--- config.mk ---
export PLATFORM = sky130hd
export DESIGN_NAME = shared_lin_map_pipe
export DESIGN_NICKNAME = d
export VERILOG_FILES = /design/src/rtl/shared_lin_map_pipe.sv
export SDC_FILE = /design/constraint.sdc
export NUM_CORES = 1
export LEC_CHECK = 0
export ABC_AREA = 1
export ABC_CLOCK_PERIOD_IN_PS = 1500
export CAP_MARGIN = 20
export CORE_MARGIN = 4
export CORE_UTILIZATION = 35
export DETAILED_ROUTE_END_ITERATION = 7
export PLACE_DENSITY = 0.75
export SETUP_SLACK_MARGIN = 0.3
export SYNTH_ARGS = -nofsm -noshare
export SYNTH_HDL_FRONTEND = slang
export SYNTH_SLANG_ARGS = --single-unit
--- constraint.sdc ---
create_clock -name clk -period 1.5 [get_ports clk]
set_clock_uncertainty 0.15 [all_clocks]
set_input_delay 0.3 -clock clk [delete_from_list [all_inputs] [get_ports clk]]
set_output_delay 0.3 -clock clk [all_outputs]
set_load 0.03 [all_outputs]
--- src/rtl/shared_lin_map_pipe.sv ---
// Per-share AES output linear map (optional 0x63 on share 0) for threshold
// implementations, behind a PIPE_DEPTH-stage valid/ready pipeline with a registered output.
module shared_lin_map_pipe #(
  parameter int NUM_SHARES = 3,
  parameter int PIPE_DEPTH = 1
) (
  input  logic                    clk,
  input  logic                    rst,
  input  logic                    in_valid,
  output logic                    in_ready,
  input  logic                    in_mode,
  input  logic [8*NUM_SHARES-1:0] in_shares,
  output logic                    out_valid,
  input  logic                    out_ready,
  output logic [8*NUM_SHARES-1:0] out_shares
);
  localparam int W = 8 * NUM_SHARES;

  generate
    if (NUM_SHARES < 2 || NUM_SHARES > 8) begin : g_bad_num_shares
      $error("shared_lin_map_pipe: NUM_SHARES must be in 2..8");
    end
    if (PIPE_DEPTH < 1 || PIPE_DEPTH > 4) begin : g_bad_pipe_depth
      $error("shared_lin_map_pipe: PIPE_DEPTH must be in 1..4");
    end
  endgenerate

  function automatic logic [7:0] lin_map(input logic [7:0] c);
    logic [7:0] d;
    d[7] = c[5] ^ c[3];
    d[6] = c[7] ^ c[3];
    d[5] = c[6] ^ c[0];
    d[4] = c[7] ^ c[5] ^ c[3];
    d[3] = c[7] ^ c[6] ^ c[5] ^ c[4] ^ c[3];
    d[2] = c[6] ^ c[5] ^ c[3] ^ c[2] ^ c[0];
    d[1] = c[5] ^ c[4] ^ c[1];
    d[0] = c[6] ^ c[4] ^ c[1];
    return d;
  endfunction

  logic [PIPE_DEPTH-1:0]        valid_q;
  logic [PIPE_DEPTH-1:0]        valid_d;
  logic [PIPE_DEPTH-1:0][W-1:0] data_q;
  logic [PIPE_DEPTH-1:0][W-1:0] data_d;
  logic [PIPE_DEPTH-1:0]        stage_ready;
  logic                         mode0_q;
  logic                         mode0_d;
  logic [W-1:0]                 map_src;
  logic                         map_mode;
  logic [W-1:0]                 mapped;

  // With a single stage the map sits in front of the only (output) register;
  // otherwise it sits between stage 0 and stage 1.
  assign map_src  = (PIPE_DEPTH == 1) ? in_shares : data_q[0];
  assign map_mode = (PIPE_DEPTH == 1) ? in_mode   : mode0_q;

  genvar gi;
  generate
    for (gi = 0; gi < NUM_SHARES; gi++) begin : g_share
      if (gi == 0) begin : g_const
        assign mapped[7:0] = lin_map(map_src[7:0]) ^ (map_mode ? 8'h63 : 8'h00);
      end else begin : g_plain
        assign mapped[8*gi +: 8] = lin_map(map_src[8*gi +: 8]);
      end
    end

    for (gi = 0; gi < PIPE_DEPTH; gi++) begin : g_stage
      logic         stage_vin;
      logic [W-1:0] stage_din;

      // A stage can load if it, or any stage after it, has a free slot this edge.
      assign stage_ready[gi] = out_ready | ~(&valid_q[PIPE_DEPTH-1:gi]);

      if (gi == 0) begin : g_head
        assign stage_vin = in_valid;
        assign stage_din = (PIPE_DEPTH == 1) ? mapped : in_shares;
      end else if (gi == 1) begin : g_map
        assign stage_vin = valid_q[0];
        assign stage_din = mapped;
      end else begin : g_pass
        assign stage_vin = valid_q[gi-1];
        assign stage_din = data_q[gi-1];
      end

      assign valid_d[gi] = stage_ready[gi] ? stage_vin : valid_q[gi];
      assign data_d[gi]  = (stage_ready[gi] && stage_vin) ? stage_din : data_q[gi];

      always_ff @(posedge clk) begin
        if (rst) begin
          valid_q[gi] <= 1'b0;
          data_q[gi]  <= '0;
        end else begin
          valid_q[gi] <= valid_d[gi];
          data_q[gi]  <= data_d[gi];
        end
      end
    end
  endgenerate

  assign mode0_d = (stage_ready[0] && in_valid) ? in_mode : mode0_q;

  always_ff @(posedge clk) begin
    if (rst) begin
      mode0_q <= 1'b0;
    end else begin
      mode0_q <= mode0_d;
    end
  end

  assign in_ready   = stage_ready[0] & ~rst;
  assign out_valid  = valid_q[PIPE_DEPTH-1];
  assign out_shares = data_q[PIPE_DEPTH-1];

endmodule

==> impl_metrics.tcl <==
set metrics [dict create \
    diodes 0 \
    fp.dieW_um 72.3 \
    drive_gt1_share_pct 46.5 \
    critPathRequiredTime_ns 1.05 \
    post-route-util_pct 73.3 \
    cts_sinks 25 \
    fmax_mhz 697 \
    internal-power_mw 1.42 \
    holdWs_ns 0.316 \
    first_iter_violations 118 \
    port_buffers 54 \
    cp-start-kind "flip-flop" \
    design_area_um2 2930 \
    syn-num-nets 249 \
    synth_warnings 0 \
    p_leak_nw 1.51 \
    fill_cells 294 \
    finalPower_mw 2.15 \
    place_area_um2 2230 \
    clk_pin_slew_ns 0.09 \
    async_flop_share_pct 0 \
    fin_nets 359 \
    hpwlAfterDp_um 2960 \
    num_rows 23 \
    grt_start_max_net_pins 15 \
    vias_per_cell 4.85 \
    synth_edf_count 0 \
    final_cells 379 \
    post_drt_wl_per_cell_um 13.5 \
    regArea_um2 544 \
    numCtsBuffers 3 \
    die_h_um 72.3 \
    peakVddDrop_v 0.000451 \
    clock_path_buffers 2 \
    power_frac_seq_pct 36.6 \
    tritoncts "yes" \
    vias 1838 \
    synth_top_cell_by_area "dfxtp_1" \
    combPwrFrac_pct 45.1 \
    yosys-top-cells-area "dfxtp_1 35%, nand2_1 16%, nand3_1 7.9%" \
    layout_min_cycle_time_ns 1.44 \
    multi_input_area_um2 971 \
    crit_path_end_kind "output pin" \
    slew_headroom_pct 59.4 \
    drcViolationCount 0 \
    wirelength_um 5140 \
    first_pass_iters 4 \
    synthFlopType "dfxtp_1" \
    switching_share_pct 34.1 \
    fin_ws_ns 0.0647 \
    cp_data_arrival_time_ns 0.99 \
    coreArea_um2 4000 \
    area_growth_pct 102 \
    postCtsHoldBufs 0 \
    netlist_instances 220 \
    initial_utilization_pct 36.2 \
    maxSlewViolCount 0 \
    antenna_found_initial 0 \
    synth_area_um2 1450 \
    cts-root-buf "clkbuf_8" \
    gp_congestion 0.817 \
    clkPwrFrac_pct 18.4 \
    hold_viol 0 \
    p_per_area_nw_per_um2 734 \
    crit_type "flip-flop to output pin" \
    syn_area_per_cell_um2 6.59 \
    insertion_delay_ns 0.26 \
    drv_cap 0 \
    antenna_left 0 \
    synth.distinct_cells 21 \
    synth_top_area_share_pct 34.5 \
    cp_max_fo 2 \
    fin_crit_sh_pct 95.7 \
    min_path_type "primary input to flip-flop" \
    grt_pass1_vias 1773 \
    grt_first_pass_wirelength_um 8240 \
    die_area_um2 5230 \
    tightestPinTransition_ns 0.609 \
    ys_ff_latch 25 \
    dpl.cell_count 345 \
    ios 55 \
    ys_seq_area_share_pct 34.5 \
    outcome "complete, no violations" \
    grt_remaining_overflow 0 \
    grt_usage_pct 19.8 \
    p_sw_mw 0.734 \
    pre_cts_slack_ns -0.212 \
    rsz0062_at_grt "yes" \
    setup_viol 0 \
    cts_htree_levels 1 \
    setup_tns_ns 0 \
]
-- final timing paths --
kind                  startpoint              to  slack [ns]  depth (start not counted)
setup reg to reg       out_valid  out_shares[14]        0.09                          8
hold reg to reg   out_shares[15]  out_shares[15]        0.36                          2
hold / removal     in_shares[23]  out_shares[22]        0.32                          3
setup / recovery       out_valid        in_ready        0.06                          3
-- final cells by class --
| type | instances | area share, % |
|---|---|---|
| repair buffers | 111 | 40.4 |
| multi-input cells | 159 | 33.1 |
| flip-flops and latches | 25 | 18.6 |
| inverters | 30 | 4.27 |
| well taps | 50 | 2.13 |
| clock buffers | 4 | 1.54 |
-- per-layer routing --
metal  part of all wire (%)  global-route usage, %
met5                      0                      0
met4                   0.49                   3.55
met3                    4.9                   2.77
met2                     54                   37.1
met1                     40                   24.1
-- cell usage after synthesis, types with 2 or more instances --
cell type  number
buf_6           3
a31oi_1         2
xnor2_1         9
nand2_1        61
nor2_1         22
dfxtp_1        25
o21ai_1         6
o21ai_0         6
inv_1          29
a21oi_1        12
buf_2           3
nand3_1        23
xor2_1         11
-- sequential cells by signal, summed over array words and instances, names as in the netlist --
| register | cells |
|---|---|
| out_shares | 24 |
| out_valid | 1 |
-- power groups by stage --
stage	Sequential, mW	Combinational (mW)	Clock [mW]
after floorplan	0.887	0.260	0
after global placement	0.772	0.686	0
after detailed placement	0.772	0.697	0
after CTS	0.790	0.897	0.399
after global routing	0.794	1.04	0.430
final	0.787	0.970	0.395
-- what timing repair did --
item                                    4_1_cts  5_1_grt
pin swaps                                    18        2
endpoints found under the setup margin       51       51
gates cloned                                  6        0
hold endpoints to repair                      0        0
setup buffers                                13       11
gates resized for setup                     249       17
-- logic make-up after synthesis --
logic type,Yosys count,share of synthesized area [%]
compound gates,27,9.67
xor+xnor,20,12.1
buf+inv,36,11.3
flops,25,34.5
simple gates,112,32.4
-- cell usage in the layout, fill, tap and decap left out, types with 6 or more instances in the layout --
cell type / n
dlygate4sd2_1: 19
clkdlybuf4s50_1: 7
nand3_1: 19
xnor2_1: 7
o21ai_2: 9
nor2_4: 6
inv_1: 28
dfxtp_2: 20
buf_4: 39
buf_16: 6
nor2_1: 12
xor2_1: 10
a21oi_2: 7
nand2_1: 57
buf_6: 32
-- worst max-delay path, cell delays in order (launching register included) --
cell	delay [ns]
dfxtp_4	0.35
buf_6	0.12
a21oi_2	0.12
buf_6	0.14
No activity file was read; power rests on OpenSTA's default activity.
